--- config.mk ---
export PLATFORM = sky130hd
export DESIGN_NAME = wb_writeback_arbiter_flat
export DESIGN_NICKNAME = d
export VERILOG_FILES = /design/src/rtl/wb_writeback_arbiter_pkg.sv /design/src/rtl/wb_writeback_arbiter_if.sv /design/src/rtl/wb_writeback_arbiter_load_align.sv /design/src/rtl/wb_writeback_arbiter.sv /design/src/flat_wrapper.sv
export SDC_FILE = /design/constraint.sdc
export NUM_CORES = 1
export LEC_CHECK = 0
export CORE_UTILIZATION = 38
export DETAILED_ROUTE_END_ITERATION = 8
export GPL_TIMING_DRIVEN = 0
export PLACE_DENSITY = 0.82
export SLEW_MARGIN = 25
export SYNTH_ARGS = -nofsm -noshare
export SYNTH_HDL_FRONTEND = slang
export SYNTH_HIERARCHICAL = 1
export SYNTH_SLANG_ARGS = --single-unit
--- constraint.sdc ---
create_clock -name CLK -period 3.7 [get_ports CLK]
set_clock_uncertainty 0.1 [all_clocks]
set_input_delay 0.74 -clock CLK [delete_from_list [all_inputs] [get_ports CLK]]
set_output_delay 0.74 -clock CLK [all_outputs]
set_load 0.03 [all_outputs]
--- src/rtl/wb_writeback_arbiter_pkg.sv ---
`default_nettype none
// ============================================================================
// Module   : wb_writeback_arbiter_pkg
// Purpose  : Shared writeback-select codes, load FUNC3 codes and source enum.
// Revision : 1.0  initial release
// ============================================================================
package wb_writeback_arbiter_pkg;

    localparam int c_xlen = 32;

    localparam logic [1:0] c_wb_sel_alu  = 2'b00;
    localparam logic [1:0] c_wb_sel_load = 2'b01;
    localparam logic [1:0] c_wb_sel_pc4  = 2'b10;
    localparam logic [1:0] c_wb_sel_rsvd = 2'b11;

    localparam logic [2:0] c_f3_lb  = 3'b000;
    localparam logic [2:0] c_f3_lh  = 3'b001;
    localparam logic [2:0] c_f3_lw  = 3'b010;
    localparam logic [2:0] c_f3_lbu = 3'b100;
    localparam logic [2:0] c_f3_lhu = 3'b101;

    typedef enum logic [1:0] {
        WB_SRC_NONE = 2'd0,
        WB_SRC_PIPE = 2'd1,
        WB_SRC_MDU  = 2'd2
    } wb_src_e;

endpackage
`default_nettype wire

--- src/rtl/wb_writeback_arbiter_if.sv ---
`default_nettype none
// ============================================================================
// Module   : wb_writeback_arbiter_if
// Purpose  : MEM-stage, MDU handshake and register-file write bundle.
// Revision : 1.0  initial release
// ============================================================================
interface wb_writeback_arbiter_if
    import wb_writeback_arbiter_pkg::*;
#(
    parameter int XLEN = c_xlen
);
    logic            mem_valid;
    logic            mem_reg_write;
    logic [4:0]      mem_rd;
    logic [1:0]      mem_wb_sel;
    logic [2:0]      mem_func3;
    logic [1:0]      mem_addr_lo;
    logic [XLEN-1:0] mem_alu_result;
    logic [XLEN-1:0] mem_load_data;
    logic [XLEN-1:0] mem_pc_plus4;
    logic            mdu_valid;
    logic [4:0]      mdu_rd;
    logic [XLEN-1:0] mdu_result;
    logic            mdu_ready;
    logic            stall_req;
    logic            write_enable;
    logic [4:0]      write_addr;
    logic [XLEN-1:0] write_data;

    modport master (
        output mem_valid, mem_reg_write, mem_rd, mem_wb_sel, mem_func3, mem_addr_lo,
               mem_alu_result, mem_load_data, mem_pc_plus4,
               mdu_valid, mdu_rd, mdu_result,
        input  mdu_ready, stall_req, write_enable, write_addr, write_data
    );

    modport slave (
        input  mem_valid, mem_reg_write, mem_rd, mem_wb_sel, mem_func3, mem_addr_lo,
               mem_alu_result, mem_load_data, mem_pc_plus4,
               mdu_valid, mdu_rd, mdu_result,
        output mdu_ready, stall_req, write_enable, write_addr, write_data
    );

endinterface
`default_nettype wire

--- src/rtl/wb_writeback_arbiter_load_align.sv ---
`default_nettype none
// ============================================================================
// Module   : wb_writeback_arbiter_load_align
// Purpose  : Combinational load-data alignment and sign/zero extension.
// Revision : 1.0  initial release
// ============================================================================
module wb_writeback_arbiter_load_align
    import wb_writeback_arbiter_pkg::*;
#(
    parameter int XLEN = c_xlen
)(
    input  wire logic [2:0]      i_func3,
    input  wire logic [1:0]      i_addr_lo,
    input  wire logic [XLEN-1:0] i_word,
    output logic      [XLEN-1:0] o_result
);

    logic [7:0]  w_byte;
    logic [15:0] w_half;

    always_comb begin
        w_byte = i_word[7:0];
        case (i_addr_lo)
            2'd1:    w_byte = i_word[15:8];
            2'd2:    w_byte = i_word[23:16];
            2'd3:    w_byte = i_word[31:24];
            default: w_byte = i_word[7:0];
        endcase
        // Halfword selection uses only the upper offset bit; misaligned halves are not split.
        w_half = i_addr_lo[1] ? i_word[31:16] : i_word[15:0];
    end

    always_comb begin
        o_result = i_word;
        case (i_func3)
            c_f3_lb:  o_result = {{(XLEN-8){w_byte[7]}}, w_byte};
            c_f3_lh:  o_result = {{(XLEN-16){w_half[15]}}, w_half};
            c_f3_lbu: o_result = {{(XLEN-8){1'b0}}, w_byte};
            c_f3_lhu: o_result = {{(XLEN-16){1'b0}}, w_half};
            default:  o_result = i_word;
        endcase
    end

endmodule
`default_nettype wire

--- src/rtl/wb_writeback_arbiter.sv ---
`default_nettype none
// ============================================================================
// Module   : wb_writeback_arbiter
// Purpose  : MEM/WB register and writeback arbiter merging pipeline and MDU results.
// Revision : 1.0  initial release
// ============================================================================
module wb_writeback_arbiter
    import wb_writeback_arbiter_pkg::*;
#(
    parameter int STARVE_LIMIT = 4,
    parameter int XLEN         = c_xlen
)(
    input  wire logic CLK,
    input  wire logic RESET,
    wb_writeback_arbiter_if.slave bus
);

    localparam int                 c_cnt_w = $clog2(STARVE_LIMIT + 1);
    localparam logic [c_cnt_w-1:0] c_limit = c_cnt_w'(STARVE_LIMIT);

    logic [c_cnt_w-1:0] r_wait_cnt;
    logic               r_write_enable;
    logic [4:0]         r_write_addr;
    logic [XLEN-1:0]    r_write_data;

    logic               w_pipe_wr;
    logic               w_stall;
    logic               w_mdu_ready;
    wb_src_e            w_src;
    logic [XLEN-1:0]    w_load_data;
    logic [XLEN-1:0]    w_pipe_data;

    wb_writeback_arbiter_load_align #(
        .XLEN (XLEN)
    ) u_load_align (
        .i_func3   (bus.mem_func3),
        .i_addr_lo (bus.mem_addr_lo),
        .i_word    (bus.mem_load_data),
        .o_result  (w_load_data)
    );

    always_comb begin
        w_pipe_wr   = bus.mem_valid & bus.mem_reg_write & (bus.mem_rd != 5'd0);
        w_stall     = bus.mdu_valid & (r_wait_cnt == c_limit);
        w_mdu_ready = bus.mdu_valid & (w_stall | ~w_pipe_wr);
    end

    // Reserved select code falls through to the ALU result.
    always_comb begin
        w_pipe_data = bus.mem_alu_result;
        case (bus.mem_wb_sel)
            c_wb_sel_load: w_pipe_data = w_load_data;
            c_wb_sel_pc4:  w_pipe_data = bus.mem_pc_plus4;
            default:       w_pipe_data = bus.mem_alu_result;
        endcase
    end

    always_comb begin
        w_src = WB_SRC_NONE;
        if (w_stall) begin
            w_src = WB_SRC_MDU;
        end else if (w_pipe_wr) begin
            w_src = WB_SRC_PIPE;
        end else if (bus.mdu_valid) begin
            w_src = WB_SRC_MDU;
        end
    end

    always_ff @(posedge CLK) begin
        if (RESET) begin
            r_wait_cnt <= '0;
        end else if (!bus.mdu_valid || w_mdu_ready) begin
            r_wait_cnt <= '0;
        end else if (r_wait_cnt != c_limit) begin
            r_wait_cnt <= r_wait_cnt + c_cnt_w'(1);
        end
    end

    // A bubble keeps address/data so the forwarding source stays stable.
    always_ff @(posedge CLK) begin
        if (RESET) begin
            r_write_enable <= 1'b0;
            r_write_addr   <= 5'd0;
            r_write_data   <= '0;
        end else begin
            case (w_src)
                WB_SRC_PIPE: begin
                    r_write_enable <= 1'b1;
                    r_write_addr   <= bus.mem_rd;
                    r_write_data   <= w_pipe_data;
                end
                WB_SRC_MDU: begin
                    r_write_enable <= (bus.mdu_rd != 5'd0);
                    r_write_addr   <= bus.mdu_rd;
                    r_write_data   <= bus.mdu_result;
                end
                default: begin
                    r_write_enable <= 1'b0;
                end
            endcase
        end
    end

    assign bus.mdu_ready    = w_mdu_ready;
    assign bus.stall_req    = w_stall;
    assign bus.write_enable = r_write_enable;
    assign bus.write_addr   = r_write_addr;
    assign bus.write_data   = r_write_data;

endmodule
`default_nettype wire

--- src/flat_wrapper.sv ---
// flat-port wrapper written by rule: the top's interface ports become plain ports
module wb_writeback_arbiter_flat import wb_writeback_arbiter_pkg::*;
#(
    parameter int STARVE_LIMIT = 4,
    parameter int XLEN         = c_xlen
)
  (CLK, RESET, bus_mem_valid, bus_mem_reg_write, bus_mem_rd, bus_mem_wb_sel, bus_mem_func3, bus_mem_addr_lo, bus_mem_alu_result, bus_mem_load_data, bus_mem_pc_plus4, bus_mdu_valid, bus_mdu_rd, bus_mdu_result, bus_mdu_ready, bus_stall_req, bus_write_enable, bus_write_addr, bus_write_data);
  wb_writeback_arbiter_if #(.XLEN(XLEN)) bus_i ();
  input  wire logic CLK;
  input  wire logic RESET;
  input wire logic [$bits(bus_i.mem_valid)-1:0] bus_mem_valid;
  input wire logic [$bits(bus_i.mem_reg_write)-1:0] bus_mem_reg_write;
  input wire logic [$bits(bus_i.mem_rd)-1:0] bus_mem_rd;
  input wire logic [$bits(bus_i.mem_wb_sel)-1:0] bus_mem_wb_sel;
  input wire logic [$bits(bus_i.mem_func3)-1:0] bus_mem_func3;
  input wire logic [$bits(bus_i.mem_addr_lo)-1:0] bus_mem_addr_lo;
  input wire logic [$bits(bus_i.mem_alu_result)-1:0] bus_mem_alu_result;
  input wire logic [$bits(bus_i.mem_load_data)-1:0] bus_mem_load_data;
  input wire logic [$bits(bus_i.mem_pc_plus4)-1:0] bus_mem_pc_plus4;
  input wire logic [$bits(bus_i.mdu_valid)-1:0] bus_mdu_valid;
  input wire logic [$bits(bus_i.mdu_rd)-1:0] bus_mdu_rd;
  input wire logic [$bits(bus_i.mdu_result)-1:0] bus_mdu_result;
  output wire logic [$bits(bus_i.mdu_ready)-1:0] bus_mdu_ready;
  output wire logic [$bits(bus_i.stall_req)-1:0] bus_stall_req;
  output wire logic [$bits(bus_i.write_enable)-1:0] bus_write_enable;
  output wire logic [$bits(bus_i.write_addr)-1:0] bus_write_addr;
  output wire logic [$bits(bus_i.write_data)-1:0] bus_write_data;
  assign bus_i.mem_valid = bus_mem_valid;
  assign bus_i.mem_reg_write = bus_mem_reg_write;
  assign bus_i.mem_rd = bus_mem_rd;
  assign bus_i.mem_wb_sel = bus_mem_wb_sel;
  assign bus_i.mem_func3 = bus_mem_func3;
  assign bus_i.mem_addr_lo = bus_mem_addr_lo;
  assign bus_i.mem_alu_result = bus_mem_alu_result;
  assign bus_i.mem_load_data = bus_mem_load_data;
  assign bus_i.mem_pc_plus4 = bus_mem_pc_plus4;
  assign bus_i.mdu_valid = bus_mdu_valid;
  assign bus_i.mdu_rd = bus_mdu_rd;
  assign bus_i.mdu_result = bus_mdu_result;
  assign bus_mdu_ready = bus_i.mdu_ready;
  assign bus_stall_req = bus_i.stall_req;
  assign bus_write_enable = bus_i.write_enable;
  assign bus_write_addr = bus_i.write_addr;
  assign bus_write_data = bus_i.write_data;
  wb_writeback_arbiter #(.STARVE_LIMIT(STARVE_LIMIT), .XLEN(XLEN)) u_core (.CLK(CLK), .RESET(RESET), .bus(bus_i));
endmodule
==> flow_summary.yaml, run 1 <==
run_status:
  status: "complete, no violations"
floorplan:
  core_um2: 7810
  num_rows: 32
  die_w_um: 92.4
  die_h_um: 92.4
  ios: 190
  floorplan.initialDensity: 0.398
  dieArea_um2: 8540
worst_setup_path:
  critPathKind: "in -> reg"
  crit_slowest_cell: "or4_1"
  required_ps: 3840
  cp_top_family: "simple AND/OR/NAND/NOR gates"
  crit_top_cell: "nor2_1"
  path_max_fanout: 10
  worst_path_largest_cell_delay_ps: 550
  crit_path_end_kind: "register"
  startpoint_type: "primary input"
  crit_chain: "clkdlybuf4s50_1 -> or4_1 -> nor2_1 -> o31ai_1 -> ha_1 -> buf_2 -> nor2_1 -> clkbuf_1 -> a32o_1"
  path_buf_inv: 3
  crit_arrival_ps: 3670
detailed_routing:
  wl_mm: 12.0
  wl_met3_um: 952
  vias_per_cell: 5.65
  drc: 0
  drt_iter0_markers: 153
  avgRoutedWirePerCell_um: 17.4
  firstDrtPassIters: 4
  num_vias: 3877
  wl_met1_mm: 4.75
  ant_nets: 0
  highest_layer: "met4"
  wl_met2_mm: 5.98
synthesis:
  synthAdderAreaFrac: 0.0242
  synth_top_area_share: 0.264
  yosysTopAreaCell: "dfxtp_1"
  synth_seq_area_share: 0.264
  synth_edf_count: 0
  ys_warn_count: 6
  async_flop_share: 0
  avgSynthCellArea_um2: 7.97
  synth_mux_area_frac: 0.0733
  synthesis.nets: 546
  synth_seq_cells: 41
  synth_xor_area_frac: 0
  ys.flop_type: "dfxtp_1"
  synth_top_family_by_area: "compound AO/OA/AOI/OAI gates"
  synthTopCellsByArea: "dfxtp_1 26%, a221o_1 10%, a32o_1 10%"
  mappedNetlistArea_um2: 3110
  synthTopCellsByCount: "83 x nand2_1, 41 x dfxtp_1, 41 x o21ai_0, 35 x nor2b_1"
  synth_cells: 390
  synth-compound-area-share: 0.348
  yosys.cell_count.top_type: "nand2_1"
  ys_types: 37
  synthSimpleGateAreaFrac: 0.217
placed_design:
  gp_congestion: 0.895
  io_buffers: 187
  place_area_um2: 5110
  dp_slack_ps: -163
  hpwl_mm: 9.79
  dp.cells: 679
clock_tree:
  cts_buffers: 5
  cts-htree-levels: 2
  clk_pin_slew_ps: 80
  ctsRootBufferMaster: "clkbuf_8"
  clkLatencyLatePin_ps: 300
  clockBufferDepth: 2
  cts.sinks: 41
  cts_tree: "done"
layout:
  final_cells: 686
  fin_area_um2: 5200
  layout-drive-gt1-share: 0.0497
  area_growth_pct: 67.4
  layout.nets: 740
  fillers: 704
  fin_util: 0.666
  antenna_cells: 0
global_routing:
  antenna_found_initial: 0
  grt_overflow_total: 0
  grt_usage: 0.280
  grt_max_degree: 13
  grt_pass1_vias: 3936
  grt_pass1_wl_mm: 18.8
sta:
  hold_viol_final: 0
  worst_slew_pin_slew_ps: 619
  setup_viol: 0
  fmax_mhz: 283
  grt_setup_unrepaired: "false"
  fin_crit_sh: 0.955
  slew_violations: 0
  tns_ps: 0
  maxSlewHeadroom: 0.582
  finalHoldWorstSlack_ps: 367
  final.min_clock_period_ps: 3530
  post-route-worst-setup-slack_ps: 168
flow_run:
  cap_violations: 0
power_and_ir_drop:
  pwr_density_cell_nw_per_um2: 288
  p_leak_nw: 2.02
  worst_ir_drop_vdd_uv: 162
  fin_total_pwr_mw: 1.50
min_path:
  hold_class: "reg -> reg"
cells by family (layout without fill, tap and decap cells):
logic type | Yosys count | after routing
and+or+nand+nor | 143 | 143
adders and majority gates | 6 | 6
AOI/OAI and AO/OA | 134 | 134
DFF | 41 | 41
muxes | 20 | 20
buffers and inverters | 46 | 240
placed cells by master, fill, tap and decap left out, types with 2 or more instances in the layout:
cell and instances:
a221o_1 32, a22o_1 7, a22oi_1 13, a32o_1 32, buf_2 4, buf_6 7
clkbuf_1 28, clkbuf_8 6, clkdlybuf4s50_1 186, dfxtp_1 41, ha_1 6, inv_1 6
mux2_1 5, mux2_2 7, mux2i_1 7, nand2_1 83, nand3_1 2, nor2_1 12
nor2b_1 35, nor3_1 2, o21ai_0 41, o31a_1 2, or4_1 2
path summary, 6_finish.rpt:
path                                                   startpoint                                     to  slack (ps)  cells past startpoint
worst max register to register  u_core/r_wait_cnt[0]$_SDFFE_PP0P_  u_core/bus.write_data[4]$_SDFFE_PP0P_         870                      9
worst min register to register  u_core/r_wait_cnt[0]$_SDFFE_PP0P_      u_core/r_wait_cnt[0]$_SDFFE_PP0P_         370                      1
worst min-delay path            u_core/r_wait_cnt[0]$_SDFFE_PP0P_      u_core/r_wait_cnt[0]$_SDFFE_PP0P_         370                      1
worst max-delay path                                bus_mem_rd[1]  u_core/bus.write_data[4]$_SDFFE_PP0P_         170                      9
cell type report:
class / instances / area [um^2] / area share
inverter: 6 / 22.5 / 0.00433
clock buffer: 6 / 82.6 / 0.0159
sequential: 41 / 821 / 0.158
timing repair buffer: 187 / 1870 / 0.360
clock inverter: 1 / 7.51 / 0.00144
buffer: 40 / 209 / 0.0402
multi-input combinational: 303 / 2060 / 0.395
tap: 102 / 128 / 0.0245
repair_timing:
action                                  in CTS  in global routing
buffers inserted                             0                  0
resized for setup                            0                  2
endpoints found under the setup margin       0                 11
hold buffers                                 0                  0
flip-flops by register name, summed over array words and instances (netlist names):
name	flops
u_core/bus.write_enable	1
u_core/r_wait_cnt	3
u_core/bus.write_addr	5
u_core/bus.write_data	32
power by group:
part | leakage [nW] | switching (mW) | internal (mW) | total [mW]
registers | 0.337 | 0.0223 | 0.484 | 0.507
logic | 1.64 | 0.323 | 0.355 | 0.678
clock network | 0.0433 | 0.166 | 0.148 | 0.313
total | 2.02 | 0.511 | 0.987 | 1.50
routing by layer:
metal / track usage / vias up
met3: 0.0747 / 24
met4: 0.0885 / 0
met1: 0.317 / 1835
met5: 0 / -
met2: 0.506 / 164
li1: - / 1854
Power figures use the tool's default switching activity.
==> run 2: changes to the inputs <==
Settings changed: CORE_ASPECT_RATIO set to 1.5.
==> run 2 against run 1 <==
Against the previous run:
- cell count is 0.58% higher
- sequential cell count did not move
- sequential power hardly changed
- non-clock buffer count unchanged
- register-to-register slack better by 100 ps
- routed wire length rose by 4.8%
- critical path depth rose by 1
- largest cell class unchanged
- clock-buffer cell count down 1
==> flow_summary.yaml, run 2 (synthesis results as in run 1) <==
detailed_routing:
  avgRoutedWirePerCell_um: 18.2
  num_vias: 3886
  ant_nets: 0
  wl_mm: 12.5
  firstDrtPassIters: 5
  drt_iter0_markers: 221
  vias_per_cell: 5.63
  drc: 0
floorplan:
  die_h_um: 113
  floorplan.initialDensity: 0.390
  die_w_um: 75.8
  num_rows: 40
  core_um2: 7960
  dieArea_um2: 8550
  ios: 190
worst_setup_path:
  crit_path_end_kind: "register"
  critPathKind: "in -> reg"
  reg2reg_depth: 11
  path_max_fanout: 10
  crit_arrival_ps: 3640
  startpoint_type: "primary input"
  required_ps: 3830
sta:
  grt_setup_unrepaired: "true"
  fin_crit_sh: 0.950
  worst_slew_pin_slew_ps: 574
  final.min_clock_period_ps: 3510
  hold_viol_final: 0
  slew_violations: 0
  tns_ps: 0
  fmax_mhz: 285
  setup_viol: 0
  maxSlewHeadroom: 0.618
min_path:
  worstHoldPathCells: 1
  hold_class: "reg -> reg"
layout:
  antenna_cells: 0
  mostFrequentLayoutCells: "186 x clkdlybuf4s50_1, 83 x nand2_1, 41 x o21ai_0, 41 x dfxtp_1, 35 x nor2b_1"
  layout-drive-gt1-share: 0.0547
  area_growth_pct: 70.8
  fillers: 679
  layout.nets: 740
  multi_input_area_um2: 2060
  layout_commonest_cell: "clkdlybuf4s50_1"
  fin_util: 0.667
  final_cells: 690
  largest_register_ffs: 32
  regArea_um2: 821
power_and_ir_drop:
  worst_ir_drop_vdd_uv: 222
  p_leak_nw: 2.08
  fin_total_pwr_mw: 1.76
  pwr_density_cell_nw_per_um2: 332
placed_design:
  io_buffers: 187
  gp_congestion: 0.880
  dp.cells: 682
  hpwl_mm: 9.82
clock_tree:
  cts.sinks: 41
  cts_buffers: 5
  cts.repair.resized: 0
  postCtsHoldBufs: 0
  post-cts-setup-buffer-count: 0
  clkLatencyLatePin_ps: 280
  clockBufferDepth: 2
  cts_tree: "done"
  ctsRootBufferMaster: "clkbuf_16"
  cts-htree-levels: 2
  clk_pin_slew_ps: 70
flow_run:
  cap_violations: 0
global_routing:
  grt_pass1_wl_mm: 18.6
  grt_overflow_total: 0
  antenna_found_initial: 0
  grt_max_degree: 14
  grt_pass1_vias: 3838
  grt_usage: 0.289
run_status:
  status: "complete, no violations"
-- run 2: cell count changes in the layout (fill, tap and decap cells not counted) --
| cell | previous run | this run |
|---|---|---|
| clkbuf_8 | 6 | 0 |
| clkbuf_16 | 0 | 5 |
| bufinv_16 | 0 | 2 |
| clkbuf_1 | 28 | 26 |
| clkbuf_2 | 1 | 3 |
| clkinv_2 | 0 | 1 |
| clkinvlp_4 | 1 | 0 |
-- run 2: worst paths after layout --
| path | startpoint | end | slack (ps) |
|---|---|---|---|
| max | bus_mem_rd[1] | u_core/bus.write_data[21]$_SDFFE_PP0P_ | 190 |
| min | u_core/bus.write_data[9]$_SDFFE_PP0P_ | u_core/bus.write_data[9]$_SDFFE_PP0P_ | 360 |
| max reg2reg | u_core/r_wait_cnt[0]$_SDFFE_PP0P_ | u_core/bus.write_data[25]$_SDFFE_PP0P_ | 970 |
| min reg2reg | u_core/bus.write_data[9]$_SDFFE_PP0P_ | u_core/bus.write_data[9]$_SDFFE_PP0P_ | 360 |
-- run 2: routing by layer --
metal	GRT usage	routed length [um]	vias to the layer above
li1	-	-	1857
met1	0.315	4510	1789
met2	0.502	6460	194
met3	0.0436	903	46
met4	0.178	657	0
met5	0	0	-
-- run 2: cell type report --
cell class,count,share of cell area
Tap cell,105,0.0248
Multi-Input combinational cell,303,0.387
Timing Repair Buffer,187,0.353
Buffer,40,0.0398
Sequential cell,41,0.155
Clock inverter,3,0.0123
Clock buffer,5,0.0236
Inverter,6,0.00424
-- run 2: power by group --
group	switching, mW	internal (mW)	total, mW
logic	0.325	0.355	0.681
registers	0.0216	0.485	0.506
clock network	0.189	0.386	0.575
-- run 2: per-stage QoR --
| stage | setup slack, ps | cell area [um^2] | hold slack [ps] |
|---|---|---|---|
| global placement | -113 | 5110 | 343 |
| global route | -21.9 | 5310 | 376 |
| finish | 186 | 5310 | 364 |
| CTS | 52.7 | 5300 | 367 |
| detailed placement | -156 | 5110 | 353 |
| floorplan | 754 | 3110 | 332 |
-- run 2: worst max-delay path, stage by stage --
cell             delay [ps]
clkdlybuf4s50_1         410
or4_1                   550
nor2_1                  260
o31ai_1                 140
ha_1                    280
buf_2                   200
nor2b_1                 150
clkbuf_1                220
clkbuf_1                480
a32o_1                  210
==> run 3: changes to the inputs <==
==> constraint.sdc (replaced) <==
create_clock -name CLK -period 3.7 [get_ports CLK]
set_clock_uncertainty 0.1 [all_clocks]
set_input_delay 0.555 -clock CLK [delete_from_list [all_inputs] [get_ports CLK]]
set_output_delay 0.555 -clock CLK [all_outputs]
set_load 0.03 [all_outputs]
==> run 3 against run 2 <==
Against the previous run:
- sequential share of layout area about the same
- worst hold slack barely moved
- global-route usage unchanged
- core utilization is 0.079 points lower
- register-to-register slack lost 150 ps
- highest routed layer unchanged
- sequential power hardly changed
- clock power is essentially flat
- clock-buffer cell count is the same
- worst setup slack gained 130 ps
- sequential cell count unchanged
==> flow_summary.yaml, run 3 (synthesis results as in run 1) <==
global_routing:
  grt_usage: 0.289
  grt_pass1_wl_mm: 18.6
  grt_overflow_total: 0
  antenna_found_initial: 0
  grt_max_degree: 14
  grt_pass1_vias: 3838
layout:
  layout-drive-gt1-share: 0.0496
  fin_area_um2: 5300
  fin_util: 0.666
  largest_register_ffs: 32
  layout_commonest_cell: "clkdlybuf4s50_1"
  final_cells: 690
  layout.nets: 740
  regArea_um2: 821
  multi_input_area_um2: 2060
  antenna_cells: 0
  area_growth_pct: 70.6
  fillers: 676
  mostFrequentLayoutCells: "187 x clkdlybuf4s50_1, 83 x nand2_1, 41 x o21ai_0, 41 x dfxtp_1, 35 x nor2b_1"
min_path:
  hold_class: "reg -> reg"
clock_tree:
  cts.sinks: 41
  clkLatencyLatePin_ps: 280
  post-cts-setup-buffer-count: 0
  clk_pin_slew_ps: 70
  clockBufferDepth: 2
  postCtsHoldBufs: 0
  ctsRootBufferMaster: "clkbuf_16"
  cts_tree: "done"
  cts-htree-levels: 2
  cts_buffers: 5
  cts.repair.resized: 0
power_and_ir_drop:
  worst_ir_drop_vdd_uv: 222
  fin_total_pwr_mw: 1.76
  pwr_density_cell_nw_per_um2: 332
  p_leak_nw: 2.05
detailed_routing:
  wl_mm: 12.5
  drt_iter0_markers: 206
  ant_nets: 0
  drc: 0
  firstDrtPassIters: 5
  vias_per_cell: 5.62
  avgRoutedWirePerCell_um: 18.1
  num_vias: 3877
floorplan:
  core_um2: 7960
  die_h_um: 113
  num_rows: 40
  ios: 190
  floorplan.initialDensity: 0.390
  die_w_um: 75.8
  dieArea_um2: 8550
worst_setup_path:
  crit_arrival_ps: 3520
  path_max_fanout: 10
  crit_path_end_kind: "register"
  critPathKind: "in -> reg"
  startpoint_type: "primary input"
  required_ps: 3830
placed_design:
  io_buffers: 187
  gp_congestion: 0.880
  dp.cells: 682
  dp_slack_ps: 28.9
  place_area_um2: 5110
  hpwl_mm: 9.82
flow_run:
  cap_violations: 0
sta:
  slew_violations: 0
  grt_setup_unrepaired: "false"
  post-route-worst-setup-slack_ps: 312
  maxSlewHeadroom: 0.630
  final.min_clock_period_ps: 3390
  tns_ps: 0
  fin_crit_sh: 0.916
  fmax_mhz: 295
  finalHoldWorstSlack_ps: 363
  hold_viol_final: 0
  worst_slew_pin_slew_ps: 555
  setup_viol: 0
run_status:
  status: "complete, no violations"
-- run 3: layout make-up --
cell class / count / share of cell area
sequential: 41 / 0.155
multi-input combinational: 303 / 0.388
clock buffer: 5 / 0.0236
timing repair buffer: 187 / 0.353
clock inverter: 3 / 0.0123
tap: 105 / 0.0248
buffer: 40 / 0.0392
inverter: 6 / 0.00425
-- run 3: layer usage --
metal  routed length (um)  GRT usage  part of all wire
met5                    0          0                 0
met2                 6350      0.502              0.51
met4                  706      0.178             0.057
met3                  839     0.0436             0.067
met1                 4590      0.315              0.37
-- run 3: power by group --
| part | total [mW] | switching [mW] | internal, mW |
|---|---|---|---|
| registers | 0.506 | 0.0216 | 0.485 |
| clock network | 0.574 | 0.188 | 0.386 |
| logic | 0.679 | 0.324 | 0.355 |
-- run 3: worst paths after layout --
path	start	endpoint	slack, ps	depth (start not counted)
hold reg to reg	u_core/bus.write_data[15]$_SDFFE_PP0P_	u_core/bus.write_data[15]$_SDFFE_PP0P_	360	1
setup / recovery	bus_mem_rd[1]	u_core/bus.write_data[21]$_SDFFE_PP0P_	310	9
setup reg to reg	u_core/r_wait_cnt[0]$_SDFFE_PP0P_	u_core/bus.write_data[21]$_SDFFE_PP0P_	820	9
hold / removal	u_core/bus.write_data[15]$_SDFFE_PP0P_	u_core/bus.write_data[15]$_SDFFE_PP0P_	360	1
-- run 3: critical path, stage by stage --
cell and delay, ps:
clkdlybuf4s50_1 410, or4_1 550, nor2_1 260, o31ai_1 140, ha_1 280, buf_2 180
nor2_1 390, buf_1 490, a32o_1 260
